==> config.mk <==
export PLATFORM = sky130hd
export DESIGN_NAME = read_mem
export DESIGN_NICKNAME = d
export VERILOG_FILES = /design/src/rtl/read_mem_pkg.sv /design/src/rtl/read_mem_fifo.sv /design/src/rtl/read_mem.sv
export SDC_FILE = /design/constraint.sdc
export NUM_CORES = 1
export LEC_CHECK = 0
export CAP_MARGIN = 0
export CORE_MARGIN = 4
export CORE_UTILIZATION = 49
export DETAILED_ROUTE_END_ITERATION = 8
export PLACE_DENSITY_LB_ADDON = 0.2
export RECOVER_POWER = 100
export REMOVE_ABC_BUFFERS = 1
export SKIP_CTS_REPAIR_TIMING = 1
export SLEW_MARGIN = 15
export SYNTH_ARGS = -nofsm -noshare
export SYNTH_HDL_FRONTEND = slang
export SYNTH_SLANG_ARGS = --single-unit
==> constraint.sdc <==
create_clock -name aclk -period 2.3 [get_ports aclk]
set_clock_uncertainty 0.1 [all_clocks]
set_input_delay 0.345 -clock aclk [delete_from_list [all_inputs] [get_ports aclk]]
set_output_delay 0.345 -clock aclk [all_outputs]
set_load 0.005 [all_outputs]
==> src/rtl/read_mem_pkg.sv <==
// read_mem_pkg: shared types and sizing for the read_mem stream readout block
package read_mem_pkg;

    typedef enum logic [1:0] {
        INIT_ST,
        READ_ST,
        DRAIN_ST,
        END_ST
    } state_t;

    function automatic int fifo_depth(input int lat);
        return lat + 2;
    endfunction

endpackage

==> src/rtl/read_mem_fifo.sv <==
// read_mem_fifo: synchronous FIFO holding stream beats (data plus last flag)
module read_mem_fifo #(
    parameter int W = 17,
    parameter int D = 4,
    localparam int CW = $clog2(D + 1),
    localparam int PW = $clog2(D)
) (
    input  logic          aclk,
    input  logic          aresetn,
    input  logic          push,
    input  logic [W-1:0]  din,
    input  logic          pop,
    output logic [W-1:0]  dout,
    output logic          full,
    output logic          empty,
    output logic [CW-1:0] count
);
    logic [W-1:0] mem [D];
    logic [PW-1:0] wr_ptr, rd_ptr;
    logic do_push, do_pop;

    assign full = count == CW'(D);
    assign empty = count == '0;
    assign do_push = push && !full;
    assign do_pop = pop && !empty;
    assign dout = empty ? '0 : mem[rd_ptr];

    // beat storage, written at the tail
    always_ff @(posedge aclk)
        if (do_push) mem[wr_ptr] <= din;

    // ring pointers and occupancy
    always_ff @(posedge aclk or negedge aresetn)
        if (!aresetn) begin
            wr_ptr <= '0;
            rd_ptr <= '0;
            count <= '0;
        end else begin
            if (do_push) wr_ptr <= wr_ptr == PW'(D - 1) ? '0 : wr_ptr + 1'b1;
            if (do_pop) rd_ptr <= rd_ptr == PW'(D - 1) ? '0 : rd_ptr + 1'b1;
            count <= count + CW'(do_push) - CW'(do_pop);
        end

endmodule

==> src/rtl/read_mem.sv <==
// read_mem: reads a block of words from a dual-port memory and streams it out
// over AXI4-Stream; optional status outputs with READ_MEM_STATUS_EN
module read_mem
    import read_mem_pkg::*;
#(
    parameter int N = 8,
    parameter int B = 16,
    parameter int LAT = 2
) (
    input  logic         aclk,
    input  logic         aresetn,
    output logic [N-1:0] mem_addr,
    input  logic [B-1:0] mem_do,
    output logic [B-1:0] m_axis_tdata,
    output logic         m_axis_tvalid,
    input  logic         m_axis_tready,
    output logic         m_axis_tlast,
    input  logic         START_REG,
    input  logic [N-1:0] ADDR_REG,
    input  logic [N-1:0] NSAMP_REG
`ifdef READ_MEM_STATUS_EN
    ,
    output logic         BUSY_REG,
    output logic [N-1:0] NSENT_REG
`endif
);
    localparam int D = fifo_depth(LAT);
    localparam int CW = $clog2(D + 1);

    state_t state;
    logic [N-1:0] addr_r, cnt_r;
    logic [LAT-1:0] vld_p, last_p;
    logic abort_r;
    logic [CW-1:0] fifo_cnt;
    logic fifo_full, fifo_empty, fifo_last;
    logic issue, pop, aborting;
    int inflight;

    // credit check: a read may only issue if its word is guaranteed a FIFO slot
    always_comb begin
        inflight = $countones(vld_p);
        issue = state == READ_ST && START_REG && !fifo_full && int'(fifo_cnt) + inflight < D;
        aborting = abort_r || (state == READ_ST && !START_REG);
        pop = m_axis_tvalid && m_axis_tready;
    end

    assign mem_addr = addr_r;
    assign m_axis_tvalid = !fifo_empty;
    assign m_axis_tlast = fifo_last || (aborting && fifo_cnt == CW'(1) && inflight == 0);

    // block sequencer: latches the request, issues reads, waits for drain
    always_ff @(posedge aclk or negedge aresetn)
        if (!aresetn) begin
            state <= INIT_ST;
            addr_r <= '0;
            cnt_r <= '0;
            abort_r <= 1'b0;
        end else begin
            case (state)
                INIT_ST:
                    if (START_REG) begin
                        addr_r <= ADDR_REG;
                        cnt_r <= NSAMP_REG;
                        abort_r <= 1'b0;
                        state <= NSAMP_REG != '0 ? READ_ST : END_ST;
                    end
                READ_ST:
                    if (!START_REG) begin
                        abort_r <= 1'b1;
                        state <= DRAIN_ST;
                    end else if (issue) begin
                        addr_r <= addr_r + 1'b1;
                        cnt_r <= cnt_r - 1'b1;
                        if (cnt_r == N'(1)) state <= DRAIN_ST;
                    end
                DRAIN_ST: if (inflight == 0 && fifo_empty) state <= END_ST;
                END_ST: if (!START_REG) state <= INIT_ST;
                default: state <= INIT_ST;
            endcase
        end

    // valid/last tags travel alongside the read so they line up with mem_do
    always_ff @(posedge aclk or negedge aresetn)
        if (!aresetn) begin
            vld_p <= '0;
            last_p <= '0;
        end else begin
            vld_p[0] <= issue;
            last_p[0] <= issue && cnt_r == N'(1);
            for (int i = 1; i < LAT; i++) begin
                vld_p[i] <= vld_p[i-1];
                last_p[i] <= last_p[i-1];
            end
        end

    read_mem_fifo #(.W(B + 1), .D(D)) u_fifo (
        .aclk   (aclk),
        .aresetn(aresetn),
        .push   (vld_p[LAT-1]),
        .din    ({last_p[LAT-1], mem_do}),
        .pop    (pop),
        .dout   ({fifo_last, m_axis_tdata}),
        .full   (fifo_full),
        .empty  (fifo_empty),
        .count  (fifo_cnt)
    );

`ifdef READ_MEM_STATUS_EN
    assign BUSY_REG = state == READ_ST || state == DRAIN_ST;

    // accepted-beat counter for the current block
    always_ff @(posedge aclk or negedge aresetn)
        if (!aresetn) NSENT_REG <= '0;
        else if (state == INIT_ST && START_REG && NSAMP_REG != '0) NSENT_REG <= '0;
        else if (pop) NSENT_REG <= NSENT_REG + 1'b1;
`endif

endmodule

Yosys cells after proc, flatten, opt, wreduce, memory -nomap -nowiden
Memory sizes are Yosys's and may differ from the RTL's.
Cells that the tools add are included.
Word-level totals
  register bits after elaboration: 30
  bits in writable memories: 68
  input bits: 36
  output and inout port bits: 26
  memories: 1
Operators by class
  $add $sub $neg: 8
  order comparisons: 1
  equal/unequal tests: 16
  muxes and demuxes: 24
  reductions and logical operators: 24
Memories
  u_fifo.mem: depth 4, width 17, read ports 1, clocked after Yosys merged registers in 0, write ports 1, RTL line read_mem_fifo.sv:18  | logic [W-1:0] mem [D];
Operators by type and width (number)
  $mux 8: 6
  $logic_not 32->1: 1
  $pmux 8 s2: 2
  $mux 2: 9
  $mux 17: 1
  $ne 2x2->1 const B: 6
  $logic_and 1x1->1: 11
  $add 8x1->8 const B: 1
  $eq 2x2->1 const B: 4
  $eq 8x1->1 const B: 1
  $pmux 2 s4: 1
  $reduce_bool 8->1: 1
  $sub 8x1->8 const B: 1
  $reduce_and 5->1: 1
  $add 2x1->2 const B: 2
  $add 3x2->4: 1
  $lt 4x3->1 const B: 1
  $mux 1: 4
  $reduce_and 4->1: 1
  $add 3x1->3: 1
  $eq 3x1->1 const B: 1
  $eq 3x3->1 const B: 1
  $logic_not 1->1: 3
  $logic_not 3->1: 1
  10 further kinds: 11

Depth between registers and ports, before layout
  word-level depth: 7
  depth in mapped cells: 9
  mapped depth without buffers: 8

Modules after synthesis
From an unflattened synthesis, not the netlist that was laid out.
Unflattened totals
  cell total of the unflattened synthesis: 307
  area total of the unflattened synthesis: 4598.2 um^2
By module, submodules not included
  read_mem_fifo: instances 1, cells each 144, area an instance 3120.5 um^2
  read_mem: instances 1, cells each 163, area an instance 1477.7 um^2

Worst setup path after synthesis
No wires, ideal clock.
  path kind: register -> register
  start: register u_fifo.count[1]
  end: register u_fifo.count[2]
  library setup time: 0.123 ns
  data arrival time: 2.168 ns
  setup slack: -0.090 ns
  stages on the path, launching flop included: 10
  cells stage by stage: dfrtp_1 or3_2 clkbuf_1 nand2_1 inv_1 ha_1 inv_1 ha_1 fa_1 xnor2_1
On the way
  cells in the longest elaborated chain, start to end: 5
Ends and longest elaborated chain
  from (decl): RTL line read_mem_fifo.sv:16  | output logic [CW-1:0] count
  from (signal assigned): RTL line read_mem_fifo.sv:41  | count <= count + CW'(do_push) - CW'(do_pop);
  $logic_not 3->1 *: RTL line read_mem_fifo.sv:23  | assign empty = count == '0;
  $logic_not 1->1 *: RTL line read_mem_fifo.sv:25, read_mem.sv:48
  $logic_and 1x1->1: RTL line read_mem.sv:44  | pop = m_axis_tvalid && m_axis_tready;
  $logic_and 1x1->1 *: RTL line read_mem_fifo.sv:25  | assign do_pop = pop && !empty;
  via u_fifo.do_pop: RTL line read_mem_fifo.sv:20  | logic do_push, do_pop;
  $sub 3x1->3 *: RTL line read_mem_fifo.sv:41
Mark *: on every way through the listed nets, which the timed path passes. The rest lies on a longest branch.
A chain may end at the register's enable or synchronous reset.

Worst setup path after layout
  start: register u_fifo.rd_ptr[0]
  end: output m_axis_tdata[3]
On the way
  cells in the longest elaborated chain, start to end: 2
Ends and longest elaborated chain
  from (decl): RTL line read_mem_fifo.sv:19  | logic [PW-1:0] wr_ptr, rd_ptr;
  from (signal assigned): RTL line read_mem_fifo.sv:40  | if (do_pop) rd_ptr <= rd_ptr == PW'(D - 1) ? '0 : rd_ptr + 1'b1;
  $mem_v2 4x17
  $mux 17: RTL line read_mem_fifo.sv:26  | assign dout = empty ? '0 : mem[rd_ptr];
  to (decl): RTL line read_mem.sv:14  | output logic [B-1:0] m_axis_tdata,
Every way passes these cells.

==> impl_metrics.env <==
export IMPL_die_area_sq_mm=0.01064
export IMPL_violations="setup timing"
export IMPL_syn_area_sq_mm=0.004438
export IMPL_p_int_w=0.004324
export IMPL_p_per_area_mw_per_mm2=1170
export IMPL_grt_pass1_vias=2755
export IMPL_io_pins=62
export IMPL_synthCells=300
export IMPL_worst_slack_ps=-91.66
export IMPL_fmax_ghz=0.4181
export IMPL_async_flop_share_pct=30.61
export IMPL_whs_ps=254.3
export IMPL_wirelength_microns=8757
export IMPL_max_cap_violations=0
export IMPL_vias_per_cell=5.496
export IMPL_fin_crit_ps=2392
export IMPL_drcViolationCount=0
export IMPL_slowest_delay_ps=460
export IMPL_worst_slew_pin_slew_ps=814.7
export IMPL_synth_edf_count=68
export IMPL_antenna_cells=0
export IMPL_pwr_share_seq_pct=37.8
export IMPL_setup_tns_ps=-118.5
export IMPL_grt_overflow_total=0
export IMPL_path_class="flip-flop to output port"
export IMPL_worstPathMaxFanout=4
export IMPL_synth_distinct_cells=56
export IMPL_crit_family="buffers and inverters"
export IMPL_ys_ff_latch=98
export IMPL_route_top_layer_used="met4"
export IMPL_hold_viol=0
export IMPL_cp_cell_sequence="clkbuf_16 > buf_4 > buf_4 > mux4_2 > and2_1 > dlymetal6s2s_1"
export IMPL_fin_crit_sh_pct=104.0
export IMPL_first_pass_iters=4
export IMPL_clockBufferDepth=2
export IMPL_port_buffers=61
export IMPL_crit_buf_inv=4
export IMPL_clk_latency_ps=360
export IMPL_grt_pass1_wl_microns=13830
export IMPL_coreArea_sq_mm=0.008763
export IMPL_cts_buffers=9
export IMPL_wl_met1_microns=3861
export IMPL_antenna_found_initial=0
export IMPL_startpoint_type="flip-flop"
export IMPL_path_common_cell="buf_4"
export IMPL_drive_gt1_share_pct=24.63
export IMPL_worstPathRequired_ps=1860
export IMPL_detail_route_antenna_nets=0
export IMPL_multiInputGateArea_sq_mm=0.001523
export IMPL_rsz0062_at_grt="yes"
export IMPL_cts_tree="done"
export IMPL_cts_root_buffer="clkbuf_8"
export IMPL_die_y_microns=103.2
export IMPL_rows=34
export IMPL_ys_seq_area_share_pct=62.93
export IMPL_endpoint_kind="output port"
export IMPL_num_vias=2825
export IMPL_clock_sinks=98
export IMPL_nNetsFinal=455
export IMPL_p_sw_w=0.002255
export IMPL_grt_use_total_pct=17.23
export IMPL_synthFlopType="edfxtp_1"
export IMPL_drtIter0Drc=90
export IMPL_regArea_sq_mm=0.002794
export IMPL_start_util_pct=50.64
export IMPL_wl_met3_microns=415
export IMPL_combPwrFrac_pct=46.4
export IMPL_clock_power_share_pct=15.8
export IMPL_p_leak_nw=2.213
export IMPL_nFillCells=674
export IMPL_power_w=0.006579
export IMPL_route_met2_wl_microns=4345
export IMPL_vdd_drop_max_mv=0.6229
export IMPL_synth_area_leaders="edfxtp_1, dfrtp_1, mux4_2"
export IMPL_placed_cells=481
export IMPL_ys_warn_count=0
export IMPL_syn2layout_area_growth_pct=26.67
export IMPL_dp_hpwl_microns=5833
export IMPL_finalNonFillerCells=514
export IMPL_setup_viol=2
export IMPL_die_w_microns=103.2
export IMPL_relSlewSlack_pct=45.69
export IMPL_hold_class="flip-flop to flip-flop"
export IMPL_yosys_area_top_type="edfxtp_1"
export IMPL_wl_per_cell_microns=17.04
export IMPL_slew_violations=0
export IMPL_yosysMostFrequentCell="edfxtp_1"
export IMPL_critical_path_slowest_cell="dfrtp_2"
export IMPL_status="complete, but fails checks"
export IMPL_htreeDepth=3
export IMPL_synth_common_cells="edfxtp_1, dfrtp_1, and2_1, ha_1, mux4_2"
export IMPL_synth_top_cell_area_share_pct=46.01
export IMPL_cp_arrival_ps=1950
export IMPL_clkTransAtPathRegs_ps=90
export IMPL_synth_avg_cell_area_sq_um=14.79
export IMPL_place_ws_ps=-149.2
export IMPL_switching_share_pct=34.28
export IMPL_grt_max_degree=31
export IMPL_gp_congestion=0.8167
==> power by group through the flow <==
stage	Sequential, W	Combinational, W	Clock [W]
after floorplan	0.00257	0.00153	0
after global placement	0.00250	0.00288	0
final	0.00248	0.00305	0.00104
after CTS	0.00248	0.00297	0.00107
after detailed placement	0.00252	0.00296	0
after global routing	0.00254	0.00338	0.00116
==> flip-flops by register name, indices dropped and copies added, names as in the netlist <==
register       flops
u_fifo.mem        68
state              2
u_fifo.rd_ptr      2
u_fifo.wr_ptr      2
mem_addr           8
cnt_r              8
last_p             2
vld_p              2
abort_r            1
u_fifo.count       3
==> routing by layer <==
metal,vias up,track usage (%)
met5,-,0
met4,0,7.072
met3,10,2.750
met2,60,27.97
met1,1405,23.36
li1,1350,-
==> worst reg2reg max path, cell delays in order, from the launching register on <==
cell,delay (ps)
dfrtp_1,420
ha_1,230
buf_4,140
clkbuf_2,360
a31oi_1,360
buf_12,180
a21oi_1,50
o2bb2a_1,330
==> final timing paths <==
| kind | from | to | slack, ps | depth (start not counted) |
|---|---|---|---|---|
| setup / recovery | u_fifo.rd_ptr[0] | m_axis_tdata[3] | -90 | 6 |
| hold / removal | last_p[0] | last_p[1] | 250 | 0 |
| setup reg to reg | state[0] | mem_addr[6] | 40 | 7 |
| hold reg to reg | last_p[0] | last_p[1] | 250 | 0 |
| max in group asynchronous | aresetn | u_fifo.rd_ptr[0] | 1030 | 2 |
| min in group asynchronous | aresetn | mem_addr[2] | 500 | 2 |
==> cell type report <==
class,count,share of cell area (%)
flip-flops and latches,98,49.70
multi-input cells,173,27.09
repair buffers,103,16.45
well taps,108,2.404
clock buffers,9,2.203
clock inverters,7,1.091
inverters,16,1.068
==> kinds of logic after synthesis <==
kind of cell,after synthesis,share of synthesized area [%]
compound gates,59,8.768
simple gates,73,9.840
mux,21,9.557
flops,98,62.93
buf+inv,29,3.270
fa+ha+maj,18,5.244
xor+xnor,2,0.3948
==> metrics by stage <==
step	utilization, %	area [sq um]
global route	64.15	5622
CTS	63.01	5522
detailed placement	60.89	5336
floorplan	-	4353
finish	64.15	5622
global placement	60.89	5336
==> placed cells by master, fill, tap and decap left out, types with 5 or more instances in the layout <==
cell and n:
a21oi_1 13, a31oi_1 6, and2_1 9, and2_4 7, buf_4 26, clkbuf_2 14, clkbuf_8 9, clkdlybuf4s50_1 19
dfrtp_1 29, dlygate4sd3_1 25, dlymetal6s2s_1 5, edfxtp_1 68, ha_1 17, inv_1 15, mux4_2 17, nand2_1 6
nand3_1 7, nor2_1 12, o21ai_0 14
(Power assumes the default switching activity.)
